$ cat config.mk
export PLATFORM = sky130hd
export DESIGN_NAME = bus_datapath
export DESIGN_NICKNAME = d
export VERILOG_FILES = /design/src/rtl/bus_datapath_pkg.sv /design/src/rtl/bus_datapath_alu.sv /design/src/rtl/bus_datapath.sv
export SDC_FILE = /design/constraint.sdc
export NUM_CORES = 1
export LEC_CHECK = 0
export ABC_AREA = 1
export BUFFER_PORTS_ARGS = -buffer_cell sky130_fd_sc_hd__buf_2
export CELL_PAD_IN_SITES_DETAIL_PLACEMENT = 1
export CELL_PAD_IN_SITES_GLOBAL_PLACEMENT = 2
export CORE_ASPECT_RATIO = 0.8
export CORE_MARGIN = 2
export CORE_UTILIZATION = 43
export DETAILED_ROUTE_END_ITERATION = 10
export PLACE_DENSITY_LB_ADDON = 0.1
export SETUP_SLACK_MARGIN = 0.05
export SLEW_MARGIN = 25
export SYNTH_ARGS = -nofsm -noshare
export SYNTH_HDL_FRONTEND = slang
export SYNTH_SLANG_ARGS = --single-unit
$ cat constraint.sdc
create_clock -name i_CLOCK -period 7.7 [get_ports i_CLOCK]
set_clock_uncertainty 0.2 [all_clocks]
set_input_delay 0.385 -clock i_CLOCK [delete_from_list [all_inputs] [get_ports i_CLOCK]]
set_output_delay 0.385 -clock i_CLOCK [all_outputs]
set_load 0.02 [all_outputs]
$ cat src/rtl/bus_datapath_pkg.sv
// Shared control-signal definitions for the bus datapath and its control unit:
// control-word bit positions, control-word width, default data/address widths
// and the bus-source priority decode.
package bus_datapath_pkg;

    localparam int unsigned DATA_WIDTH_DEF = 8;
    localparam int unsigned ADDR_WIDTH_DEF = 4;
    localparam int unsigned CONTROL_WIDTH  = 16;

    // One bit per micro-operation in the control word
    localparam int unsigned c_HALT         = 0;
    localparam int unsigned c_MAR_IN       = 1;
    localparam int unsigned c_RAM_IN       = 2;
    localparam int unsigned c_RAM_OUT      = 3;
    localparam int unsigned c_IR_IN        = 4;
    localparam int unsigned c_IR_OUT       = 5;
    localparam int unsigned c_A_IN         = 6;
    localparam int unsigned c_A_OUT        = 7;
    localparam int unsigned c_B_IN         = 8;
    localparam int unsigned c_OUT_IN       = 9;
    localparam int unsigned c_ALU_OUT      = 10;
    localparam int unsigned c_ALU_SUB      = 11;
    localparam int unsigned c_PC_INC       = 12;
    localparam int unsigned c_PC_OUT       = 13;
    localparam int unsigned c_JUMP         = 14;
    localparam int unsigned c_FLAGS_UPDATE = 15;

    typedef enum logic [2:0] {
        SRC_NONE,
        SRC_PC,
        SRC_IR,
        SRC_RAM,
        SRC_A,
        SRC_ALU
    } bus_src_e;

    // Fixed-priority bus source: ALU > A > RAM > IR > PC, nothing otherwise
    function automatic bus_src_e bus_select(input logic [CONTROL_WIDTH-1:0] ctrl);
        if (ctrl[c_ALU_OUT]) return SRC_ALU;
        if (ctrl[c_A_OUT])   return SRC_A;
        if (ctrl[c_RAM_OUT]) return SRC_RAM;
        if (ctrl[c_IR_OUT])  return SRC_IR;
        if (ctrl[c_PC_OUT])  return SRC_PC;
        return SRC_NONE;
    endfunction

endpackage

$ cat src/rtl/bus_datapath_alu.sv
// Adder/subtractor for the bus datapath. Subtraction is A + ~B + 1, so the
// carry out reads 1 when no borrow occurred.
module alu #(
    parameter int unsigned DATA_WIDTH = 8
) (
    input  logic [DATA_WIDTH-1:0] a,
    input  logic [DATA_WIDTH-1:0] b,
    input  logic                  alu_sub,
    output logic [DATA_WIDTH-1:0] result,
    output logic                  carry
);
    import bus_datapath_pkg::*;

    logic [DATA_WIDTH-1:0] operand;
    logic [DATA_WIDTH:0]   sum;

    // Widened add with optional inversion and carry-in for subtract
    always_comb begin
        operand = alu_sub ? ~b : b;
        sum     = {1'b0, a} + {1'b0, operand} + (DATA_WIDTH + 1)'(alu_sub);
        result  = sum[DATA_WIDTH-1:0];
        carry   = sum[DATA_WIDTH];
    end

endmodule

$ cat src/rtl/bus_datapath.sv
// Single-bus datapath: A/B/IR/MAR/PC/OUT registers, RAM with asynchronous
// read, ALU and flags, halt latch and a program-load port.
// Optional feature: define BUS_CONTENTION_CHK_EN to add the sticky
// o_BUS_ERROR output flagging multiple simultaneous bus drivers.
module bus_datapath #(
    parameter int unsigned DATA_WIDTH    = 8,
    parameter int unsigned ADDR_WIDTH    = 4,
    parameter int unsigned CONTROL_WIDTH = bus_datapath_pkg::CONTROL_WIDTH
) (
    input  logic                       i_CLOCK,
    input  logic                       i_RESET_n,
    input  logic [CONTROL_WIDTH-1:0]   i_CONTROL_SIGNALS,
    input  logic                       i_LOAD_EN,
    input  logic [ADDR_WIDTH-1:0]      i_LOAD_ADDR,
    input  logic [DATA_WIDTH-1:0]      i_LOAD_DATA,
    output logic [DATA_WIDTH/2-1:0]    o_IR_DATA,
    output logic                       o_ZERO_FLAG,
    output logic                       o_CARRY_FLAG,
    output logic [DATA_WIDTH-1:0]      o_OUT_DATA,
    output logic                       o_HALTED
`ifdef BUS_CONTENTION_CHK_EN
    ,
    output logic                       o_BUS_ERROR
`endif
);
    import bus_datapath_pkg::*;

    logic [DATA_WIDTH-1:0] a_reg;
    logic [DATA_WIDTH-1:0] b_reg;
    logic [DATA_WIDTH-1:0] ir_reg;
    logic [DATA_WIDTH-1:0] out_reg;
    logic [ADDR_WIDTH-1:0] mar;
    logic [ADDR_WIDTH-1:0] pc;
    logic                  zero_flag;
    logic                  carry_flag;
    logic                  halted;

    logic [DATA_WIDTH-1:0] ram [2**ADDR_WIDTH];

    logic [DATA_WIDTH-1:0] bus;
    logic [DATA_WIDTH-1:0] alu_result;
    logic                  alu_carry;
    logic                  ctrl_en;
    logic                  ram_we;
    logic [ADDR_WIDTH-1:0] ram_waddr;
    logic [DATA_WIDTH-1:0] ram_wdata;

    alu #(.DATA_WIDTH(DATA_WIDTH)) u_alu (
        .a       (a_reg),
        .b       (b_reg),
        .alu_sub (i_CONTROL_SIGNALS[c_ALU_SUB]),
        .result  (alu_result),
        .carry   (alu_carry)
    );

    // Bus multiplexer with fixed source priority
    always_comb begin
        bus = '0;
        case (bus_select(i_CONTROL_SIGNALS))
            SRC_ALU: bus = alu_result;
            SRC_A:   bus = a_reg;
            SRC_RAM: bus = ram[mar];
            SRC_IR:  bus = DATA_WIDTH'(ir_reg[DATA_WIDTH/2-1:0]);
            SRC_PC:  bus = DATA_WIDTH'(pc);
            default: bus = '0;
        endcase
    end

    // Control word acts only when not loading a program and not halted;
    // RAM write port is resolved here so reset can veto it on the same edge
    always_comb begin
        ctrl_en   = !i_LOAD_EN && !halted;
        ram_we    = 1'b0;
        ram_waddr = mar;
        ram_wdata = bus;
        if (i_RESET_n) begin
            if (i_LOAD_EN) begin
                ram_we    = 1'b1;
                ram_waddr = i_LOAD_ADDR;
                ram_wdata = i_LOAD_DATA;
            end else if (ctrl_en && i_CONTROL_SIGNALS[c_RAM_IN]) begin
                ram_we = 1'b1;
            end
        end
    end

    // RAM storage: not cleared by reset
    always_ff @(posedge i_CLOCK) begin
        if (ram_we) begin
            ram[ram_waddr] <= ram_wdata;
        end
    end

    // Register file, PC, flags and halt latch
    always_ff @(posedge i_CLOCK or negedge i_RESET_n) begin
        if (!i_RESET_n) begin
            a_reg      <= '0;
            b_reg      <= '0;
            ir_reg     <= '0;
            out_reg    <= '0;
            mar        <= '0;
            pc         <= '0;
            zero_flag  <= 1'b0;
            carry_flag <= 1'b0;
            halted     <= 1'b0;
        end else if (ctrl_en) begin
            if (i_CONTROL_SIGNALS[c_MAR_IN]) mar     <= bus[ADDR_WIDTH-1:0];
            if (i_CONTROL_SIGNALS[c_IR_IN])  ir_reg  <= bus;
            if (i_CONTROL_SIGNALS[c_A_IN])   a_reg   <= bus;
            if (i_CONTROL_SIGNALS[c_B_IN])   b_reg   <= bus;
            if (i_CONTROL_SIGNALS[c_OUT_IN]) out_reg <= bus;
            if (i_CONTROL_SIGNALS[c_JUMP]) begin
                pc <= bus[ADDR_WIDTH-1:0];
            end else if (i_CONTROL_SIGNALS[c_PC_INC]) begin
                pc <= pc + ADDR_WIDTH'(1);
            end
            if (i_CONTROL_SIGNALS[c_FLAGS_UPDATE]) begin
                zero_flag  <= (alu_result == '0);
                carry_flag <= alu_carry;
            end
            if (i_CONTROL_SIGNALS[c_HALT]) halted <= 1'b1;
        end
    end

`ifdef BUS_CONTENTION_CHK_EN
    // Sticky contention flag: more than one bus driver requested on an edge
    always_ff @(posedge i_CLOCK or negedge i_RESET_n) begin
        if (!i_RESET_n) begin
            o_BUS_ERROR <= 1'b0;
        end else if ($countones({i_CONTROL_SIGNALS[c_ALU_OUT], i_CONTROL_SIGNALS[c_A_OUT],
                                 i_CONTROL_SIGNALS[c_RAM_OUT], i_CONTROL_SIGNALS[c_IR_OUT],
                                 i_CONTROL_SIGNALS[c_PC_OUT]}) > 1) begin
            o_BUS_ERROR <= 1'b1;
        end
    end
`endif

    assign o_IR_DATA    = ir_reg[DATA_WIDTH-1:DATA_WIDTH/2];
    assign o_ZERO_FLAG  = zero_flag;
    assign o_CARRY_FLAG = carry_flag;
    assign o_OUT_DATA   = out_reg;
    assign o_HALTED     = halted;

endmodule

==> results.json <==
{
  "htreeDepth": 4,
  "p_leak_nw": 3.68,
  "cap_viol_max_count": 0,
  "ys_async_sr_fraction_pct": 25.1,
  "final-setup-viol-count": 0,
  "drt-wirelength-per-cell_um": 20.8,
  "final.min_clock_period_ns": 3.84,
  "io_buffer_count": 45,
  "dieHeight_um": 125,
  "drc_errors": 0,
  "floorplan.initialDensity_pct": 43.7,
  "power_density_nw_per_um2": 244,
  "postSynth.topFlopCell": "sky130_fd_sc_hd__edfxtp_1",
  "place_hpwl_um": 15100,
  "setup_total_negative_slack_ns": 0,
  "viasPerCell": 5.41,
  "final_nets": 868,
  "worst-r2r-cell-count": 10,
  "run_status": "finished clean",
  "syn-instance-count": 796,
  "crit_fanout": 45,
  "min-delay-path-class": "in2reg",
  "number_of_placed_i_o_pins": 46,
  "worstSkewPairLatency_ns": 0.43,
  "r2r_start": "mar[0]",
  "cts.path.max_buffers": 2,
  "cp-startpoint": "i_RESET_n",
  "pin_count_of_the_biggest_net_entering_global_routing": 67,
  "wire_length_of_the_first_global_routing_pass_um": 34800,
  "final_util_pct": 48.6,
  "routed-via-count": 5794,
  "final_min_period_over_clock_period_pct": 49.8,
  "core_area_um2": 18100,
  "row_count": 44,
  "timing.final.max_slew_violations": 0,
  "peak_supply_drop_v": 0.000154,
  "synthesis.area_per_instance_um2": 9.95,
  "worst-setup-path-type": "in2reg",
  "diodes": 0,
  "routabilityCongestion": 0.868,
  "yosys_reg_bits": 171,
  "worstPathArrival_ns": 3.69,
  "drt_wl_total_um": 22300,
  "clkSlewWorstSetupHoldPaths_ns": 0.07,
  "number_of_global_route_vias_before_repair": 5994,
  "top_register": "ram",
  "timing.critical_path.to_type": "flip-flop",
  "post-cts-setup-buffers": 0,
  "die_boundary_width_um": 156,
  "grt_remaining_overflow": 0,
  "die_area_um2": 19500,
  "reg2reg_slack_ns": 4.21,
  "clockRootBuffer": "sky130_fd_sc_hd__clkbuf_16",
  "timing.critical_path.required_ns": 7.55,
  "grt_usage_pct": 24.0,
  "final-hold-violation-count": 0,
  "regToRegEndpoint": "ram[4][0]",
  "drt_pass1_iterations": 5,
  "achievable-frequency_mhz": 261,
  "maxSlewHeadroom_pct": 36.7,
  "detailedRoute.firstIterationViolations": 495,
  "tritoncts": "yes",
  "synthToLayoutAreaGrowth_pct": 11.1,
  "synth_nets": 836,
  "synth_seq_area_share_pct": 62.1,
  "ys_warn_count": 0,
  "cts.sink_count": 171,
  "worstMarginPinSlew_ns": 0.945,
  "post_route_cells_drive_above_1_share_pct": 11.7,
  "worstSetupEndpoint": "ram[10][4]",
  "synth_edf_count": 128,
  "setup.worst_path.start_class": "input port",
  "ant_nets": 0,
  "number_of_antenna_violations_at_the_first_check_in_global_routing": 0,
  "cts_inserted_buffers": 17,
  "rsz0062_at_grt": "no",
  "largest_register_ffs": 128,
  "distinct_cell_type_count_after_synthesis": 35,
  "mappedNetlistArea_um2": 7920
}
layout by cell type, fill, tap and decap left out, types with 8 or more instances in the layout:
| master | netlist | layout |
|---|---|---|
| sky130_fd_sc_hd__nand3_1 | 139 | 139 |
| sky130_fd_sc_hd__edfxtp_1 | 128 | 128 |
| sky130_fd_sc_hd__clkbuf_16 | 0 | 17 |
| sky130_fd_sc_hd__xor2_1 | 8 | 8 |
| sky130_fd_sc_hd__ha_1 | 8 | 8 |
| sky130_fd_sc_hd__buf_2 | 16 | 45 |
| sky130_fd_sc_hd__nand2_1 | 252 | 252 |
| sky130_fd_sc_hd__dfrtp_1 | 43 | 42 |
| sky130_fd_sc_hd__o21ai_0 | 22 | 22 |
| sky130_fd_sc_hd__a31oi_1 | 15 | 15 |
| sky130_fd_sc_hd__nor2_1 | 54 | 53 |
| sky130_fd_sc_hd__inv_1 | 44 | 44 |
cell families (layout without fill, tap and decap cells):
family	Yosys count	count (layout)	share of synthesized area, %
AOI/OAI and AO/OA	47	47	3.32
adders and majority gates	9	9	1.52
buffers and inverters	87	132	5.75
and+or+nand+nor	470	470	26.0
xor gates and xnor gates	12	12	1.33
DFF	171	171	62.1
worst max-delay path, stage by stage:
cell and delay (ns):
sky130_fd_sc_hd__dlygate4sd3_1 0.52, sky130_fd_sc_hd__buf_2 0.09, sky130_fd_sc_hd__buf_4 0.49, sky130_fd_sc_hd__nand2_1 0.62, sky130_fd_sc_hd__o21ai_0 0.52, sky130_fd_sc_hd__nand3_1 0.24, sky130_fd_sc_hd__nor2_1 0.77
cells in the mapped netlist, types with 2 or more instances:
cell type	n	share of area [%]
sky130_fd_sc_hd__nand2_1	252	12
sky130_fd_sc_hd__nand3_1	139	8.8
sky130_fd_sc_hd__edfxtp_1	128	49
sky130_fd_sc_hd__nor2_1	54	2.6
sky130_fd_sc_hd__inv_1	44	2.1
sky130_fd_sc_hd__dfrtp_1	43	14
sky130_fd_sc_hd__o21ai_0	22	1.4
sky130_fd_sc_hd__buf_2	16	1.0
sky130_fd_sc_hd__a31oi_1	15	1.2
sky130_fd_sc_hd__buf_6	10	1.4
sky130_fd_sc_hd__buf_4	9	0.85
sky130_fd_sc_hd__ha_1	8	1.3
sky130_fd_sc_hd__xor2_1	8	0.88
sky130_fd_sc_hd__nand4_1	7	0.55
sky130_fd_sc_hd__a21oi_1	5	0.32
sky130_fd_sc_hd__nand3_2	5	0.63
sky130_fd_sc_hd__xnor2_1	4	0.44
sky130_fd_sc_hd__clkinv_1	3	0.14
sky130_fd_sc_hd__inv_2	3	0.14
sky130_fd_sc_hd__clkbuf_1	2	0.095
sky130_fd_sc_hd__nand2_2	2	0.16
sky130_fd_sc_hd__nand3b_1	2	0.19
sky130_fd_sc_hd__o21ai_1	2	0.13
sky130_fd_sc_hd__or2_2	2	0.16
routing by layer:
metal	up-vias	track usage (%)	wire (um)
li1	2754	-	-
met1	2881	36.7	11000
met2	135	35.6	9940
met3	24	3.78	976
met4	0	6.75	346
met5	-	0	0
what timing repair did:
| action | in CTS | in global routing |
|---|---|---|
| hold endpoints to repair | 44 | 0 |
| resized for setup | 0 | 0 |
| hold buffers | 2 | 0 |
area by class of cell:
class / instances / area (um2)
inverter: 50 / 190
multi-input combinational: 538 / 2550
timing repair buffer: 50 / 268
fill: 2024 / 9310
clock inverter: 15 / 163
tap: 230 / 288
clock buffer: 17 / 425
sequential: 171 / 4920
power by group:
part | total [W] | switching, W | internal (W)
logic | 0.000237 | 0.000176 | 0.0000607
clock network | 0.000867 | 0.000384 | 0.000482
registers | 0.00105 | 0.0000124 | 0.00103
through the flow:
step                hold slack [ns]  total power (W)  std cells  instance area [um2]  setup slack [ns]
floorplan                    -0.111          0.00122        796                 7920              5.13
global placement              0.268          0.00130       1037                 8190              3.61
detailed placement            0.269          0.00130       1037                 8190              3.90
CTS                          0.0639          0.00216       1071                 8800              3.82
global route                 0.0784          0.00223       1071                 8800              3.38
finish                       0.0738          0.00215       1071                 8800              3.86
worst min-delay path by stage:
stage | startpoint | to | slack [ns] | cells after the start
finish | i_CONTROL_SIGNALS[4] | ir_reg[7] | 0.07 | 4
detailed placement | ir_reg[5] | ir_reg[5] | 0.27 | 2
global route | i_CONTROL_SIGNALS[14] | pc[0] | 0.08 | 3
CTS | i_CONTROL_SIGNALS[14] | pc[0] | 0.06 | 3
floorplan | i_RESET_n | a_reg[0] | -0.11 | 0
global placement | ir_reg[7] | ir_reg[7] | 0.27 | 2
Note: power is estimated with default switching activity, not from simulation.
